===== src/rtl/step_sequencer.sv =====
// step_sequencer: autonomous pattern player for the synth voice.
// A small pattern RAM holds note periods; on a prescaled tick grid the FSM
// walks the pattern and drives osc_count / trig / step_idx / step_stb.
// Optional feature: define SEQ_SWING_EN to add the swing[7:0] input, which
// lengthens every odd-index step by swing ticks.
module step_sequencer #(
    parameter int STEPS    = 16,
    parameter int TICK_DIV = 20480,
    parameter int CW       = 12,
    localparam int SW      = $clog2(STEPS)
) (
    input  logic          clk,
    input  logic          rst,
    input  logic          run,
    input  logic [15:0]   step_len,
    input  logic [15:0]   gate_len,
    input  logic [SW-1:0] last_step,
    input  logic          wr_en,
    input  logic [SW-1:0] wr_addr,
    input  logic [CW-1:0] wr_note,
`ifdef SEQ_SWING_EN
    input  logic [7:0]    swing,
`endif
    output logic [CW-1:0] osc_count,
    output logic          trig,
    output logic [SW-1:0] step_idx,
    output logic          step_stb
);

    localparam int            PW      = (TICK_DIV > 1) ? $clog2(TICK_DIV) : 1;
    localparam logic [PW-1:0] PRE_MAX = PW'(TICK_DIV - 1);

    typedef enum logic [2:0] {
        IDLE  = 3'd0,
        START = 3'd1,
        GATE  = 3'd2,
        HOLD  = 3'd3,
        GAP   = 3'd4
    } state_t;

    state_t        state_r;
    state_t        state_nxt_s;
    logic [CW-1:0] ram_r [STEPS];
    logic [PW-1:0] pre_r;
    logic [PW-1:0] pre_inc_s;
    logic          tick_s;
    logic [16:0]   gate_cnt_r;
    logic [16:0]   step_cnt_r;
    logic [16:0]   swing_add_s;
    logic [16:0]   step_target_s;
    logic          step_end_s;
    logic          gate_end_s;
    logic [CW-1:0] note_s;
    logic [SW-1:0] next_idx_s;
    logic [CW-1:0] osc_nxt_s;
    logic          trig_nxt_s;
    logic [SW-1:0] idx_nxt_s;
    logic          stb_nxt_s;

    // Pattern RAM write port; contents deliberately survive reset.
    always_ff @(posedge clk) begin
        if (wr_en) begin
            ram_r[wr_addr] <= wr_note;
        end else begin
            ram_r[wr_addr] <= ram_r[wr_addr];
        end
    end

    // Derived step timing: tick strobe, effective step length, step/gate end and next index.
    always_comb begin
        pre_inc_s = (pre_r == PRE_MAX) ? {PW{1'b0}} : (pre_r + PW'(1));
        tick_s    = (pre_r == PRE_MAX);
`ifdef SEQ_SWING_EN
        swing_add_s = step_idx[0] ? {9'd0, swing} : 17'd0;
`else
        swing_add_s = 17'd0;
`endif
        step_target_s = ((step_len == 16'd0) ? 17'd1 : {1'b0, step_len}) + swing_add_s;
        step_end_s    = tick_s && ((step_cnt_r + 17'd1) >= step_target_s);
        gate_end_s    = (gate_cnt_r >= {1'b0, gate_len});
        note_s        = ram_r[step_idx];
        next_idx_s    = (step_idx == last_step) ? {SW{1'b0}} : (step_idx + SW'(1));
    end

    // FSM state register.
    always_ff @(posedge clk) begin
        if (rst) begin
            state_r <= IDLE;
        end else begin
            state_r <= state_nxt_s;
        end
    end

    // FSM next-state logic; dropping run returns to IDLE from anywhere.
    always_comb begin
        state_nxt_s = state_r;
        case (state_r)
            IDLE:    state_nxt_s = run ? START : IDLE;
            START:   state_nxt_s = GATE;
            GATE: begin
                if (step_end_s) begin
                    state_nxt_s = GAP;
                end else if (gate_end_s) begin
                    state_nxt_s = HOLD;
                end else begin
                    state_nxt_s = GATE;
                end
            end
            HOLD:    state_nxt_s = step_end_s ? GAP : HOLD;
            GAP:     state_nxt_s = START;
            default: state_nxt_s = IDLE;
        endcase
        if (!run) begin
            state_nxt_s = IDLE;
        end else begin
            state_nxt_s = state_nxt_s;
        end
    end

    // FSM output logic: next values for the registered outputs.
    always_comb begin
        osc_nxt_s  = osc_count;
        trig_nxt_s = trig;
        idx_nxt_s  = step_idx;
        stb_nxt_s  = 1'b0;
        if ((state_r != IDLE) && !run) begin
            trig_nxt_s = 1'b0;
            idx_nxt_s  = {SW{1'b0}};
        end else begin
            case (state_r)
                START: begin
                    // A rest keeps the previous pitch and stays silent.
                    if (note_s != {CW{1'b0}}) begin
                        osc_nxt_s = note_s;
                    end else begin
                        osc_nxt_s = osc_count;
                    end
                    trig_nxt_s = (note_s != {CW{1'b0}}) && (gate_len != 16'd0);
                    stb_nxt_s  = 1'b1;
                end
                GATE: begin
                    if (step_end_s) begin
                        idx_nxt_s = next_idx_s;
                    end else if (gate_end_s) begin
                        trig_nxt_s = 1'b0;
                    end else begin
                        trig_nxt_s = trig;
                    end
                end
                HOLD: begin
                    if (step_end_s) begin
                        idx_nxt_s = next_idx_s;
                    end else begin
                        idx_nxt_s = step_idx;
                    end
                end
                // Forced low so the next step always produces a fresh rising edge.
                GAP:     trig_nxt_s = 1'b0;
                default: trig_nxt_s = trig;
            endcase
        end
    end

    // Registered outputs.
    always_ff @(posedge clk) begin
        if (rst) begin
            osc_count <= {CW{1'b0}};
            trig      <= 1'b0;
            step_idx  <= {SW{1'b0}};
            step_stb  <= 1'b0;
        end else begin
            osc_count <= osc_nxt_s;
            trig      <= trig_nxt_s;
            step_idx  <= idx_nxt_s;
            step_stb  <= stb_nxt_s;
        end
    end

    // Prescaler and tick counters; prescaler restarts at every step start for repeatable timing.
    always_ff @(posedge clk) begin
        if (rst) begin
            pre_r      <= {PW{1'b0}};
            gate_cnt_r <= 17'd0;
            step_cnt_r <= 17'd0;
        end else begin
            case (state_r)
                START: begin
                    pre_r      <= pre_inc_s;
                    gate_cnt_r <= 17'd0;
                    step_cnt_r <= 17'd0;
                end
                GATE: begin
                    pre_r <= pre_inc_s;
                    if (tick_s) begin
                        gate_cnt_r <= gate_cnt_r + 17'd1;
                        step_cnt_r <= step_cnt_r + 17'd1;
                    end else begin
                        gate_cnt_r <= gate_cnt_r;
                        step_cnt_r <= step_cnt_r;
                    end
                end
                HOLD: begin
                    pre_r <= pre_inc_s;
                    if (tick_s) begin
                        step_cnt_r <= step_cnt_r + 17'd1;
                    end else begin
                        step_cnt_r <= step_cnt_r;
                    end
                end
                default: begin
                    pre_r <= {PW{1'b0}};
                end
            endcase
        end
    end

endmodule


===== config.mk =====
export PLATFORM = sky130hd
export DESIGN_NAME = step_sequencer
export DESIGN_NICKNAME = d
export VERILOG_FILES = /design/src/rtl/step_sequencer.sv
export SDC_FILE = /design/constraint.sdc
export NUM_CORES = 1
export LEC_CHECK = 0
export CAP_MARGIN = 20
export CELL_PAD_IN_SITES_DETAIL_PLACEMENT = 0
export CELL_PAD_IN_SITES_GLOBAL_PLACEMENT = 2
export CORE_UTILIZATION = 44
export CTS_BUF_LIST = sky130_fd_sc_hd__clkbuf_2 sky130_fd_sc_hd__clkbuf_4 sky130_fd_sc_hd__clkbuf_8
export CTS_CLUSTER_DIAMETER = 100
export DETAILED_ROUTE_END_ITERATION = 16
export HOLD_SLACK_MARGIN = 0.06
export PLACE_DENSITY = 0.83
export SYNTH_ARGS = -nofsm -noshare
export SYNTH_HDL_FRONTEND = slang
export SYNTH_SLANG_ARGS = --single-unit

===== constraint.sdc =====
create_clock -name clk -period 4.25 [get_ports clk]
set_input_delay 0.85 -clock clk [delete_from_list [all_inputs] [get_ports clk]]
set_output_delay 0.85 -clock clk [all_outputs]
set_load 0.005 [all_outputs]

==> metrics.md <==
| Metric | Value |
|---|---|
| Fmax | `approximately 0.27 GHz` |
| Die Width | `around 160 um` |
| Final HPWL DP | `16430 um` |
| Slowest stage delay, CP | `0.55 ns` |
| Largest family of logic cells by synthesized area | `multiplexers` |
| Drt first-iter violations | `between 400 and 500` |
| Synth Register Bits | `~270` |
| Worst path bufs/invs | `1` |
| Ys Warns | `0` |
| Post-synthesis mux area share | `0.1145` |
| Cell Area, Synth | `11670 um^2` |
| Clock skew | `0.02666 ns` |
| Max Slew Vio Count | `0` |
| Compound-Gate Fraction of Synth Area | `0.05008` |
| Dominant synthesized flop cell | `edfxtp_1` |
| Routed len/inst | `18.53 um` |
| Hold Buf Count CTS | `0` |
| Synth Area in Adders | `0.03861` |
| Overall routing resource usage | `0.1871` |
| Slew margin rel. | `0.3541` |
| Sw Share | `0.2143` |
| Worst EP required | `between 4 and 5 ns` |
| Post-CTS Setup Inserts | `0` |
| Psw | `1.118 mW` |
| Total wire length | `~25000 um` |
| Vias in the first global route | `about 7000` |
| Syn nets | `944` |
| IO buf count | `73` |
| Flop pwr share | `0.544` |
| Family with the most delay on the worst path | `simple AND/OR/NAND/NOR gates` |
| Arr. time, crit path | `4.13 ns` |
| Setup crit start kind | `flop` |
| Placer Congestion | `~0.78` |
| RSZ-0062 raised after global routing | `false` |
| Final worst path period need | `3.674 ns` |
| Critical path class | `flop to flop` |
| Vias per inst | `approximately 5.3` |
| Clk buf depth | `3` |
| H-tree Lvls | `2` |
| Synth-to-layout area growth | `17.95%` |
| Pre-CTS setup slack | `approximately 0.51 ns` |
| Logic gate share of total power | `0.040` |
| Initial Utilization | `0.4477` |
| Fin crit share | `0.8644` |
| Share of cells above drive strength 1 | `0.1620` |
| Die Y | `164.8 um` |
| Syn Inst Count | `~850` |
| Post-DRT Antenna Nets | `0` |
| Pin count of the biggest net entering global routing | `between 40 and 50` |
| Filler cells | `2223` |
| Synth unique cells | `50` |
| Final instance area | `about 14000 um^2` |
| Final Hold Fails | `0` |
| Leakage power | `4.799 nW` |
| Worst path cell trace | `ha_1 > and3_1 > and3_1 > and3_1 > xor2_1 > ha_1 > nand4_1 > o41ai_1 > o311ai_1 > buf_4 > or4_1 > a21oi_1` |
| Synth Area in Simple Gates | `0.1141` |
| DRC | `0` |
| WHS | `between 0.4 and 0.5 ns` |
| Area of the multi-input gates | `~4100 um^2` |
| Rows | `59` |
| Register area share after synthesis | `0.6211` |
| CP max-delay cell | `o41ai_1` |
| Post-Synth XOR/XNOR Area | `0.03453` |
| First-pass GRT wire length | `~38000 um` |
| Initial antenna violation count | `0` |
| ANT cells | `0` |
| Clock net sink count | `266` |
| Measured slew at the worst slew-check pin | `a little under 1 ns` |
| Status | `completed` |
| Crit-path max FO | `9` |
| Iteration count of the initial detailed-routing pass | `5` |
| Asr flop ratio synth | `0` |
| Latest clock arrival within the worst-skew pair | `roughly 0.56 ns` |
| Core area | `approximately 26000 um^2` |
| Die area | `about 27000 um^2` |
| CTS Root Cell | `clkbuf_8` |
| Cts repair resizes | `0` |
| Inserted Clock Buffers | `43` |
| Clock Pin Slew Worst Setup and Hold Paths | `about 0.060 ns` |
| Final setup fails | `0` |
| Max VDD drop | `0.2649 mV` |
| Placed cell area | `~13000 um^2` |
| Pwr Total | `roughly 5.2 mW` |
| Routed vias | `7100` |
| Max Cap Viol | `0` |
| Setup tns final | `0 ns` |
| IO Count | `74` |
| Post-synth EDFFs | `between 150 and 200` |
| Hold Crit Class | `flop to flop` |
| Syn_area_per_cell | `around 14 um^2` |
| # nets final | `1054` |
| Kind of end point of the critical path | `flop` |
| Register area | `roughly 7300 um^2` |
| Total power density per cell area | `roughly 380 nW/um^2` |
| Clock share of power | `0.415` |
| Grt total ovfl | `0` |
| Int Power | `4.096 mW` |
| PnR worst setup slack | `~0.58 ns` |
| CTS tree | `built` |
| Crit path top cell by count | `and3_1` |
## state kept, by name, indices dropped and copies added (netlist names), named ones only
name and cells:
gate_cnt_r 17, step_idx 4, osc_count 12, trig 1, step_stb 1, step_cnt_r 17, pre_r 15, state_r 3
ram_r 192
## logic make-up (layout without fill, tap and decap cells)
family,count (synthesis),after routing
AND/OR/NAND/NOR,267,267
buffers and inverters,75,217
multiplexers,66,66
AO/OA/AOI/OAI,96,96
XOR/XNOR,46,46
flip-flops,266,266
adder cells (fa/ha/maj),36,36
## per-stage QoR
stage,instances,utilization
after floorplan,852,-
after global placement,1252,0.4953
after detailed placement,1252,0.4953
after CTS,1329,0.5281
after global routing,1329,0.5281
final,1329,0.5281
## layout make-up
cell class / count / share of cell area
Sequential cell: 266 / 0.5270
Inverter: 41 / 0.01118
Clock inverter: 17 / 0.009365
Timing Repair Buffer: 99 / 0.06910
Clock buffer: 60 / 0.05273
Tap cell: 335 / 0.03046
Multi-Input combinational cell: 511 / 0.3002
## synthesized netlist by cell type (7+ instances only)
master | number | share of area
edfxtp_1 | 192 | 0.49
nor2_1 | 101 | 0.032
dfxtp_1 | 74 | 0.13
mux4_2 | 54 | 0.10
inv_1 | 41 | 0.013
a21oi_1 | 36 | 0.015
ha_1 | 36 | 0.039
nand2_1 | 33 | 0.011
xor2_1 | 32 | 0.024
nand3_1 | 29 | 0.012
clkbuf_1 | 26 | 0.0084
o21ai_0 | 21 | 0.0090
nor3_1 | 17 | 0.0073
nand4_1 | 14 | 0.0075
xnor2_1 | 14 | 0.011
a22oi_1 | 12 | 0.0077
mux2i_1 | 12 | 0.010
nor4_1 | 12 | 0.0064
and3_1 | 11 | 0.0059
nand3b_1 | 10 | 0.0064
and2_1 | 7 | 0.0038
nand2b_1 | 7 | 0.0038
nor2b_1 | 7 | 0.0038
## power groups by stage
stage / Clock (mW) / Sequential, mW / Combinational, mW
2_1_floorplan: 0 / 2.89 / 0.0898
3_3_place_gp: 0 / 2.89 / 0.210
3_5_place_dp: 0 / 2.89 / 0.213
4_1_cts: 2.23 / 2.84 / 0.214
5_1_grt: 2.33 / 2.84 / 0.234
6_report: 2.16 / 2.84 / 0.210
## path summary, 6_finish.rpt
check / start / to / slack, ns / cells past startpoint
max reg2reg: step_cnt_r[0]$_SDFFE_PP0P_ / step_idx[3]$_SDFFE_PP0P_ / 0.58 / 12
min: pre_r[0]$_SDFF_PP0_ / pre_r[0]$_SDFF_PP0_ / 0.46 / 1
max: step_cnt_r[0]$_SDFFE_PP0P_ / step_idx[3]$_SDFFE_PP0P_ / 0.58 / 12
min reg2reg: pre_r[0]$_SDFF_PP0_ / pre_r[0]$_SDFF_PP0_ / 0.46 / 1
## layer usage
layer | up-vias | wire (um) | GRT usage
met3 | 44 | 1240 | 0.03039
met4 | 0 | 461 | 0.05296
met1 | 3446 | 11190 | 0.2541
met2 | 172 | 11740 | 0.3104
met5 | - | 0 | 0
li1 | 3438 | - | -
## cells in the final DEF (no fill, tap or decap), types with 3 or more instances in the layout
cell type / count
edfxtp_1: 192
nor2_1: 101
clkdlybuf4s50_1: 73
dfxtp_1: 72
mux4_2: 54
clkbuf_8: 44
inv_1: 41
a21oi_1: 36
ha_1: 36
nand2_1: 33
xor2_1: 32
nand3_1: 29
buf_4: 24
o21ai_0: 21
clkbuf_4: 16
xnor2_1: 14
nand4_1: 14
nor3_1: 13
nor4_1: 12
a22oi_1: 12
mux2i_1: 12
and3_1: 11
nand3b_1: 10
clkinv_1: 8
and2_1: 7
nand2b_1: 7
nor2b_1: 7
clkinv_2: 5
nor3_2: 4
a21o_1: 4
a211oi_1: 3
o31ai_1: 3
a31oi_1: 3
nor3b_1: 3
or4_1: 3
o211ai_1: 3
No activity file was read; power rests on OpenSTA's default activity.
